--- config.mk ---
export PLATFORM = sky130hd
export DESIGN_NAME = huffman_encoder
export DESIGN_NICKNAME = d
export VERILOG_FILES = /design/src/rtl/huffman_encoder.sv
export SDC_FILE = /design/constraint.sdc
export NUM_CORES = 1
export LEC_CHECK = 0
export CAP_MARGIN = 20
export CORE_ASPECT_RATIO = 1.2
export CORE_MARGIN = 5
export CORE_UTILIZATION = 61
export CTS_CLUSTER_DIAMETER = 60
export CTS_CLUSTER_SIZE = 16
export DETAILED_ROUTE_END_ITERATION = 6
export HOLD_SLACK_MARGIN = 0.1
export PLACE_DENSITY = 0.82
export RECOVER_POWER = 25
export SLEW_MARGIN = 30
export SYNTH_ARGS = -nofsm -noshare
export SYNTH_HDL_FRONTEND = slang
export SYNTH_SLANG_ARGS = --single-unit
--- constraint.sdc ---
create_clock -name clk_in -period 7.9 [get_ports clk_in]
set_input_delay 2.37 -clock clk_in [delete_from_list [all_inputs] [get_ports clk_in]]
set_output_delay 2.37 -clock clk_in [all_outputs]
set_load 0.01 [all_outputs]
--- src/rtl/huffman_encoder.sv ---
// JPEG luminance Huffman encoder: one symbol per handshake, codeword then amplitude bits MSB-first, first bit 2 cycles after accept.
// ready_in=0 freezes the bit stream; HUFFMAN_ENC_BLOCK_CHECK_EN adds a sticky block_err_out coefficient-count checker.
module huffman_encoder #(
    parameter int CODE_W  = 16,
    parameter int VALUE_W = 11
) (
    input  logic               clk_in,
    input  logic               rst_in,
    input  logic               valid_in,
    output logic               ready_out,
    input  logic               dc_in,
    input  logic               eob_in,
    input  logic [4:0]         run_in,
    input  logic [4:0]         size_in,
    input  logic [VALUE_W-1:0] value_in,
    output logic               serial_out,
    output logic               valid_out,
    input  logic               ready_in,
`ifdef HUFFMAN_ENC_BLOCK_CHECK_EN
    output logic               block_err_out,
`endif
    output logic               idle_out
);

    localparam int IDX_W = $clog2(CODE_W);

    typedef enum logic [1:0] {S_IDLE, S_LOOKUP, S_CODE, S_VALUE} state_t;

    // ROM word layout: {code_len[4:0], code[15:0]}, code right-aligned.
    function automatic logic [20:0] huffman_dc_code_rom(input logic [3:0] addr);
        logic [20:0] r;
        case (addr)
            4'd0:    r = {5'd2, 16'd0};
            4'd1:    r = {5'd3, 16'd2};
            4'd2:    r = {5'd3, 16'd3};
            4'd3:    r = {5'd3, 16'd4};
            4'd4:    r = {5'd3, 16'd5};
            4'd5:    r = {5'd3, 16'd6};
            4'd6:    r = {5'd4, 16'd14};
            4'd7:    r = {5'd5, 16'd30};
            4'd8:    r = {5'd6, 16'd62};
            4'd9:    r = {5'd7, 16'd126};
            4'd10:   r = {5'd8, 16'd254};
            4'd11:   r = {5'd9, 16'd510};
            default: r = '0;
        endcase
        return r;
    endfunction

    function automatic logic [20:0] huffman_ac_code_rom(input logic [7:0] addr);
        logic [20:0] r;
        logic [7:0]  base;
        logic [7:0]  first;
        // Every 16-bit code is consecutive from 0xFF82 in (run,size) order,
        // so a per-run base offset and first long size replace 125 entries.
        case (addr[7:4])
            4'h0:    begin base = 8'd0;   first = 8'd9; end
            4'h1:    begin base = 8'd2;   first = 8'd6; end
            4'h2:    begin base = 8'd7;   first = 8'd5; end
            4'h3:    begin base = 8'd13;  first = 8'd4; end
            4'h4:    begin base = 8'd20;  first = 8'd3; end
            4'h5:    begin base = 8'd28;  first = 8'd3; end
            4'h6:    begin base = 8'd36;  first = 8'd3; end
            4'h7:    begin base = 8'd44;  first = 8'd3; end
            4'h8:    begin base = 8'd52;  first = 8'd3; end
            4'h9:    begin base = 8'd60;  first = 8'd2; end
            4'ha:    begin base = 8'd69;  first = 8'd2; end
            4'hb:    begin base = 8'd78;  first = 8'd2; end
            4'hc:    begin base = 8'd87;  first = 8'd2; end
            4'hd:    begin base = 8'd96;  first = 8'd2; end
            4'he:    begin base = 8'd105; first = 8'd1; end
            default: begin base = 8'd115; first = 8'd1; end
        endcase
        case (addr)
            8'h01: r = {5'd2, 16'd0};     8'h02: r = {5'd2, 16'd1};
            8'h03: r = {5'd3, 16'd4};
            8'h00: r = {5'd4, 16'd10};    8'h04: r = {5'd4, 16'd11};
            8'h11: r = {5'd4, 16'd12};
            8'h05: r = {5'd5, 16'd26};    8'h12: r = {5'd5, 16'd27};
            8'h21: r = {5'd5, 16'd28};
            8'h31: r = {5'd6, 16'd58};    8'h41: r = {5'd6, 16'd59};
            8'h06: r = {5'd7, 16'd120};   8'h13: r = {5'd7, 16'd121};
            8'h51: r = {5'd7, 16'd122};   8'h61: r = {5'd7, 16'd123};
            8'h07: r = {5'd8, 16'd248};   8'h22: r = {5'd8, 16'd249};
            8'h71: r = {5'd8, 16'd250};
            8'h14: r = {5'd9, 16'd502};   8'h32: r = {5'd9, 16'd503};
            8'h81: r = {5'd9, 16'd504};   8'h91: r = {5'd9, 16'd505};
            8'ha1: r = {5'd9, 16'd506};
            8'h08: r = {5'd10, 16'd1014}; 8'h23: r = {5'd10, 16'd1015};
            8'h42: r = {5'd10, 16'd1016}; 8'hb1: r = {5'd10, 16'd1017};
            8'hc1: r = {5'd10, 16'd1018};
            8'h15: r = {5'd11, 16'd2038}; 8'h52: r = {5'd11, 16'd2039};
            8'hd1: r = {5'd11, 16'd2040}; 8'hf0: r = {5'd11, 16'd2041};
            8'h24: r = {5'd12, 16'd4084}; 8'h33: r = {5'd12, 16'd4085};
            8'h62: r = {5'd12, 16'd4086}; 8'h72: r = {5'd12, 16'd4087};
            8'h82: r = {5'd15, 16'd32704};
            default: r = {5'd16, 16'hFF82 + {8'h00, base + {4'h0, addr[3:0]} - first}};
        endcase
        return r;
    endfunction

    state_t              state;
    logic                accept;
    logic                illegal_in;
    logic                illegal_q;
    logic [20:0]         rom_word;
    logic [CODE_W-1:0]   rom_code;
    logic [4:0]          rom_len;
    logic [IDX_W-1:0]    rom_top;
    logic [CODE_W-1:0]   code_q;
    logic [4:0]          size_q;
    logic [VALUE_W-1:0]  value_q;
    logic [IDX_W-1:0]    bit_idx;
    logic [IDX_W-1:0]    idx_dec;
    logic [IDX_W-1:0]    size_top;

    assign accept   = (state == S_IDLE) && ready_out && valid_in;
    assign idle_out = (state == S_IDLE);
    assign rom_top  = IDX_W'(rom_len - 5'd1);
    assign idx_dec  = bit_idx - 1'b1;
    assign size_top = IDX_W'(size_q - 5'd1);

    always_comb begin
        illegal_in = 1'b0;
        if (dc_in) begin
            illegal_in = (size_in > 5'd11);
        end else if (!eob_in) begin
            illegal_in = run_in[4] || (size_in > 5'd10) ||
                         ((size_in == 5'd0) && (run_in != 5'd0) && (run_in != 5'd15));
        end
    end

    always_comb begin
        rom_word = '0;
        if (dc_in)
            rom_word = huffman_dc_code_rom(size_in[3:0]);
        else if (eob_in)
            rom_word = huffman_ac_code_rom(8'h00);
        else
            rom_word = huffman_ac_code_rom({run_in[3:0], size_in[3:0]});
    end

    // Registered ROM: addressed straight from the inputs while idle so the
    // codeword is ready by the end of S_LOOKUP.
    always_ff @(posedge clk_in) begin
        if (rst_in) begin
            rom_code <= '0;
            rom_len  <= '0;
        end else if (state == S_IDLE) begin
            rom_code <= CODE_W'(rom_word[15:0]);
            rom_len  <= rom_word[20:16];
        end
    end

    always_ff @(posedge clk_in) begin
        if (rst_in) begin
            state      <= S_IDLE;
            ready_out  <= 1'b0;
            serial_out <= 1'b0;
            valid_out  <= 1'b0;
            illegal_q  <= 1'b0;
            code_q     <= '0;
            size_q     <= '0;
            value_q    <= '0;
            bit_idx    <= '0;
        end else begin
            case (state)
                S_IDLE: begin
                    ready_out <= 1'b1;
                    if (accept) begin
                        ready_out <= 1'b0;
                        illegal_q <= illegal_in;
                        size_q    <= (eob_in && !dc_in) ? 5'd0 : size_in;
                        value_q   <= value_in;
                        state     <= S_LOOKUP;
                    end
                end
                S_LOOKUP: begin
                    if (illegal_q) begin
                        ready_out <= 1'b1;
                        state     <= S_IDLE;
                    end else begin
                        code_q     <= rom_code;
                        bit_idx    <= rom_top;
                        serial_out <= rom_code[rom_top];
                        valid_out  <= 1'b1;
                        state      <= S_CODE;
                    end
                end
                S_CODE: begin
                    if (ready_in) begin
                        if (bit_idx != '0) begin
                            bit_idx    <= idx_dec;
                            serial_out <= code_q[idx_dec];
                        end else if (size_q != 5'd0) begin
                            bit_idx    <= size_top;
                            serial_out <= value_q[size_top];
                            state      <= S_VALUE;
                        end else begin
                            serial_out <= 1'b0;
                            valid_out  <= 1'b0;
                            ready_out  <= 1'b1;
                            state      <= S_IDLE;
                        end
                    end
                end
                S_VALUE: begin
                    if (ready_in) begin
                        if (bit_idx != '0) begin
                            bit_idx    <= idx_dec;
                            serial_out <= value_q[idx_dec];
                        end else begin
                            serial_out <= 1'b0;
                            valid_out  <= 1'b0;
                            ready_out  <= 1'b1;
                            state      <= S_IDLE;
                        end
                    end
                end
                default: state <= S_IDLE;
            endcase
        end
    end

`ifdef HUFFMAN_ENC_BLOCK_CHECK_EN
    logic [6:0] coef_cnt;
    logic       expect_dc;
    logic [7:0] cnt_sum;

    assign cnt_sum = {1'b0, coef_cnt} + {3'b000, run_in} + 8'd1;

    // Counts coefficient positions per 8x8 block; expect_dc marks a closed block.
    always_ff @(posedge clk_in) begin
        if (rst_in) begin
            coef_cnt      <= '0;
            expect_dc     <= 1'b0;
            block_err_out <= 1'b0;
        end else if (accept) begin
            if (dc_in) begin
                if (!expect_dc && (coef_cnt != 7'd0) && (coef_cnt < 7'd64))
                    block_err_out <= 1'b1;
                coef_cnt  <= 7'd1;
                expect_dc <= 1'b0;
            end else if (eob_in) begin
                expect_dc <= 1'b1;
            end else begin
                if (expect_dc || (cnt_sum > 8'd64))
                    block_err_out <= 1'b1;
                coef_cnt <= (cnt_sum > 8'd127) ? 7'd127 : cnt_sum[6:0];
                if (cnt_sum >= 8'd64)
                    expect_dc <= 1'b1;
            end
        end
    end
`endif

endmodule
==> impl_metrics.env, run 1 <==
export IMPL_outcome="finished, violations left"
export IMPL_violations="design-rule violations, max-capacitance violations, max-slew violations"
export IMPL_yosysTopAreaCellShare_pct=24.01
export IMPL_drive_gt1_share_pct=9.472
export IMPL_synth_flop_cell="dfxtp_1"
export IMPL_gp_congestion=1.066
export IMPL_worst_setup_path_start_kind="primary input"
export IMPL_hold_viol_final=0
export IMPL_synth_cells=636
export IMPL_start_util_pct=62.74
export IMPL_synthDistinctLibCells=76
export IMPL_hold_path_class="register to register"
export IMPL_placed_cell_area_sq_mm=0.005102
export IMPL_die_area_sq_mm=0.009816
export IMPL_timing_worst_setup_path_type="primary input to register"
export IMPL_port_buffers=30
export IMPL_clk_pin_slew_worst_paths_ns=0.07
export IMPL_die_h_um=107.5
export IMPL_first_pass_iters=7
export IMPL_min_period_over_period_pct=86.57
export IMPL_core_area_sq_mm=0.007707
export IMPL_via_per_inst=6.606
export IMPL_io_pins=31
export IMPL_first_global_vias=4532
export IMPL_finalCriticalPeriod_ns=6.839
export IMPL_fin_area_sq_mm=0.005306
export IMPL_cts_hold_buf=0
export IMPL_post_cts_buffers=0
export IMPL_syn_area_sq_mm=0.004836
export IMPL_synth_fp_nets=691
export IMPL_htree_levels=3
export IMPL_endpoint_kind="register"
export IMPL_synth_edff_count=0
export IMPL_rsz0062_at_grt="no"
export IMPL_fp_dieW_um=91.28
export IMPL_grt_max_degree=61
export IMPL_seq_area_frac_synth_pct=24.01
export IMPL_p_leak_nw=1.966
export IMPL_cts_buffer_depth=2
export IMPL_nets=694
export IMPL_routed_wl_um=13720
export IMPL_worstMarginPinSlew_ns=2.674
export IMPL_avgSynthCellArea_sq_um=7.604
export IMPL_critPathMaxFanout=17
export IMPL_n_antenna_cell=0
export IMPL_rows=35
export IMPL_maxCapViolCount=1
export IMPL_yosysMostFrequentCell="nand2_1"
export IMPL_cts_root_buffer="clkbuf_8"
export IMPL_cts_buffers=9
export IMPL_synth_top_area_cell="dfxtp_1"
export IMPL_overflow=0
export IMPL_powerDensity_mw_per_mm2=192.0
export IMPL_grt_pass1_wl_um=22560
export IMPL_ys_ff_latch=58
export IMPL_synthArstFlopShare_pct=0
export IMPL_routedWlPerCell_um=18.63
export IMPL_drc=3
export IMPL_yosysWarningCount=0
export IMPL_finalSetupViolCount=0
export IMPL_insertion_delay_ns=0.33
export IMPL_cts_tree="built"
export IMPL_grt_usage_pct=28.15
export IMPL_postCtsResizedCells=0
export IMPL_ys_top_cells_by_count="nand2_1 (92), a21oi_1 (61), dfxtp_1 (58)"
export IMPL_cp_arrival_ns=6.91
export IMPL_clkSinkCount=58
export IMPL_synth_area_top_cells="dfxtp_1 (24%), nand2_1 (7.1%), a21oi_1 (6.3%)"
export IMPL_required_ns=7.97
export IMPL_slew_headroom_pct=-78.23
export IMPL_finClkSkew_ns=0.008696
export IMPL_ir_drop_v=0.0001967
export IMPL_antenna_left=0
export IMPL_antenna_found_initial=0
export IMPL_place_hpwl_um=10410
export IMPL_vias=4862
export IMPL_fmax_mhz=146.2
export IMPL_fillerInstances=639
export IMPL_fin_setup_tns_ns=0
export IMPL_first_iter_violations=464
export IMPL_slew_viol_final=61
export IMPL_area_growth_pct=9.728
[critical path, cell delays in order]
cell and delay [ns]:
clkdlybuf4s50_1 0.80, nor2b_1 0.45, a221oi_1 0.19, fa_1 0.55, inv_1 0.06, fa_1 0.45
nor2b_1 0.20, o21ai_0 0.14, xor2_1 0.19, nor4bb_1 0.82, a2111oi_4 0.22, nor4_2 0.34
a221oi_2 0.12
[path summary, 6_finish.rpt]
path,from,to,slack [ns],cells past startpoint
worst max-delay path,run_in[3],rom_code[10],1.06,13
worst min-delay path,code_q[10],code_q[10],0.46,2
worst max register to register,bit_idx[0],serial_out,5.13,9
worst min register to register,code_q[10],code_q[10],0.46,2
[metal layers]
layer	vias to the layer above	share of wire, %	GRT usage, %
li1	2325	-	-
met2	220	50	50.36
met3	57	6.1	4.266
met1	2260	38	31.83
met4	0	5.0	15.20
met5	-	0	0
[cell type report]
class	count	area, sq um	area share, %
multi-input cells	502	3368	63.48
well taps	92	115.1	2.169
flip-flops and latches	58	1161	21.88
clock inverters	4	50.05	0.9432
inverters	32	120.1	2.264
repair buffers	36	336.6	6.343
clock buffers	12	155.1	2.924
[report_power, final]
group | total, W | internal [W] | switching [W] | leakage, nW
Clock | 0.000276 | 0.000162 | 0.000114 | 0.0986
Combinational | 0.000399 | 0.000164 | 0.000235 | 1.39
Sequential | 0.000344 | 0.000318 | 0.0000254 | 0.473
[flip-flops by register name (all words and copies together) (netlist names)]
register / cells
rom_len: 4
serial_out: 1
code_q: 14
value_q: 11
illegal_q: 1
ready_out: 1
state: 2
valid_out: 1
bit_idx: 4
size_q: 5
rom_code: 14
[cells in the final DEF (no fill, tap or decap), types with 5 or more instances in the layout]
cell type         n
nand4_1           6
o21ai_0          24
dfxtp_1          58
inv_1            32
nor3_1           17
a21oi_1          61
or2_2             7
xnor2_1           7
mux2i_1           7
nand2_1          92
clkbuf_8         11
nand3b_1          7
o22ai_1           5
xor2_1            5
ha_1             24
nor2b_1          10
a211oi_1         15
buf_4             5
and3_1            8
clkdlybuf4s50_1  29
o211ai_1          8
nor3b_1           5
mux4_2           10
a2111oi_0         6
nor2_1           47
nand3_1          30
and2_1            7
a311oi_1          6
[metrics by stage]
| step | hold WS (ns) | utilization, % | setup slack, ns | std cells | total power, W |
|---|---|---|---|---|---|
| after detailed placement | 0.4478 | 66.20 | 0.9117 | 720 | 0.0007401 |
| final | 0.4574 | 68.85 | 1.061 | 736 | 0.001019 |
| after floorplan | 0.4317 | - | 1.682 | 636 | 0.0006376 |
| after global routing | 0.4866 | 68.85 | 0.7481 | 736 | 0.001076 |
| after CTS | 0.4572 | 68.86 | 1.257 | 736 | 0.001015 |
| after global placement | 0.4395 | 66.20 | 1.187 | 720 | 0.0007286 |
[logic make-up after synthesis]
family	after synthesis	synth area share (%)
flops	58	24.01
fa+ha+maj	28	7.866
buf+inv	76	6.391
xor+xnor	12	2.173
compound gates	175	24.94
mux	22	7.270
simple gates	265	27.35
Note: power is estimated with default switching activity, not from simulation.
==> run 2, diff against run 1 <==
Settings changed: REMOVE_ABC_BUFFERS from default to 1, TNS_END_PERCENT from default to 100.
==> impl_metrics.env, run 2 (synthesis gave the netlist of run 1 again) <==
export IMPL_outcome="finished, violations left"
export IMPL_violations="max-capacitance violations, max-slew violations"
export IMPL_antenna_found_initial=0
export IMPL_finClkSkew_ns=0.007443
export IMPL_n_antenna_cell=0
export IMPL_maxCapViolCount=1
export IMPL_switchingPower_w=0.0003818
export IMPL_postCtsResizedCells=0
export IMPL_die_area_sq_mm=0.009816
export IMPL_first_global_vias=4784
export IMPL_cts_root_buffer="clkbuf_8"
export IMPL_critPathMaxFanout=17
export IMPL_regArea_sq_mm=0.001161
export IMPL_drive_gt1_share_pct=9.627
export IMPL_mostFrequentLayoutCells="nand2_1 (92), a21oi_1 (61), dfxtp_1 (58)"
export IMPL_port_buffers=30
export IMPL_fillerInstances=658
export IMPL_worst_setup_path_start_kind="primary input"
export IMPL_worstHoldStart="code_q[7]"
export IMPL_rsz0062_at_grt="no"
export IMPL_worstMarginPinSlew_ns=2.651
export IMPL_p_seq_share_pct=33.8
export IMPL_place_hpwl_um=10590
export IMPL_routed_wl_um=13970
export IMPL_hold_path_class="register to register"
export IMPL_cts_tree="built"
export IMPL_grt_pass1_wl_um=23450
export IMPL_antenna_left=0
export IMPL_cts_buffers=9
export IMPL_layout_commonest_cell="nand2_1"
export IMPL_cp_arrival_ns=6.87
export IMPL_finalSetupViolCount=0
export IMPL_rr_startpoint="bit_idx[0]"
export IMPL_clock_power_share_pct=27.1
export IMPL_gp_congestion=1.010
export IMPL_rrSetupSlack_ns=5.14
export IMPL_start_util_pct=62.74
export IMPL_p_leak_nw=1.963
export IMPL_vias=4970
export IMPL_slew_headroom_pct=-76.74
export IMPL_final_util_pct=68.88
export IMPL_multi_input_area_sq_mm=0.003369
export IMPL_endpoint_kind="register"
export IMPL_fp_dieW_um=91.28
export IMPL_drc=0
export IMPL_ir_drop_v=0.0002479
export IMPL_fin_setup_tns_ns=0
export IMPL_required_ns=8.00
export IMPL_min_to="code_q[7]"
export IMPL_io_pins=31
export IMPL_grt_max_degree=61
export IMPL_cts_hold_buf=0
export IMPL_cts_buffer_depth=2
export IMPL_area_growth_pct=9.780
export IMPL_htree_levels=3
export IMPL_clk_pin_slew_worst_paths_ns=0.07
export IMPL_rr_worst_depth=9
export IMPL_fin_area_sq_mm=0.005309
export IMPL_hold_viol_final=0
export IMPL_powerDensity_mw_per_mm2=191.7
export IMPL_overflow=0
export IMPL_slew_viol_final=61
export IMPL_reg_top3="code_q: 14 flops, rom_code: 14 flops, value_q: 11 flops"
export IMPL_post_cts_buffers=0
export IMPL_grt_usage_pct=29.22
export IMPL_p_sw_share_pct=37.50
export IMPL_finalCriticalPeriod_ns=6.774
export IMPL_core_area_sq_mm=0.007707
export IMPL_min_period_over_period_pct=85.74
export IMPL_first_iter_violations=478
export IMPL_die_h_um=107.5
export IMPL_p_comb_share_pct=39.1
export IMPL_via_per_inst=6.753
export IMPL_timing_worst_setup_path_type="primary input to register"
export IMPL_hold_depth=2
export IMPL_nets=694
export IMPL_placed_cell_area_sq_mm=0.005106
export IMPL_insertion_delay_ns=0.34
export IMPL_routedWlPerCell_um=18.97
export IMPL_fmax_mhz=147.6
export IMPL_rows=35
export IMPL_p_int_w=0.0006362
export IMPL_reg2reg_to="serial_out"
export IMPL_first_pass_iters=5
export IMPL_clkSinkCount=58
[run 2: cell type report]
type | instances | area share (%)
clock buffers | 10 | 2.593
clock inverters | 6 | 1.249
inverters | 32 | 2.263
multi-input cells | 502 | 63.47
flip-flops and latches | 58 | 21.87
well taps | 92 | 2.168
repair buffers | 36 | 6.387
[run 2: worst max-delay path, stage by stage]
cell and delay, ns:
clkdlybuf4s50_1 0.70, buf_4 0.30, nor2b_1 0.31, a221oi_1 0.15
fa_1 0.53, inv_1 0.07, fa_1 0.47, nor2b_1 0.20
o21ai_0 0.13, xor2_1 0.19, nor4bb_1 0.80, a2111oi_4 0.21
nor4_2 0.32, a221oi_2 0.12
[run 2: per-layer routing]
layer / up-vias / global-route usage [%] / wire length (um)
li1: 2334 / - / -
met1: 2339 / 32.57 / 5239
met2: 234 / 52.32 / 7127
met3: 63 / 4.685 / 881
met4: 0 / 16.46 / 716
met5: - / 0 / 0
[run 2: worst max path at each step]
stage                         start           end  slack [ns]  cells past startpoint
after floorplan           run_in[1]  rom_code[10]        2.06                     13
after global routing      run_in[3]  rom_code[10]        0.77                     14
after CTS                 run_in[1]  rom_code[10]        1.26                     14
after global placement    run_in[1]  rom_code[10]        1.09                     14
final                     run_in[3]  rom_code[10]        1.13                     14
after detailed placement  run_in[1]  rom_code[10]        0.87                     14
[run 2: power by group through the flow]
stage          combinational (W)  clock, W  sequential [W]
2_1_floorplan           0.000277         0        0.000343
3_3_place_gp            0.000379         0        0.000349
3_5_place_dp            0.000391         0        0.000350
4_1_cts                 0.000393  0.000278        0.000344
5_1_grt                 0.000433  0.000293        0.000349
6_report                0.000398  0.000276        0.000344
[run 2: through the flow]
| step | setup WS, ns | hold WS [ns] | power, W | cells |
|---|---|---|---|---|
| floorplan | 2.057 | 0.4256 | 0.0006198 | 592 |
| global placement | 1.086 | 0.4393 | 0.0007275 | 720 |
| detailed placement | 0.8726 | 0.4472 | 0.0007413 | 720 |
| CTS | 1.255 | 0.4563 | 0.001014 | 736 |
| global route | 0.7666 | 0.4861 | 0.001076 | 736 |
| finish | 1.126 | 0.4578 | 0.001018 | 736 |
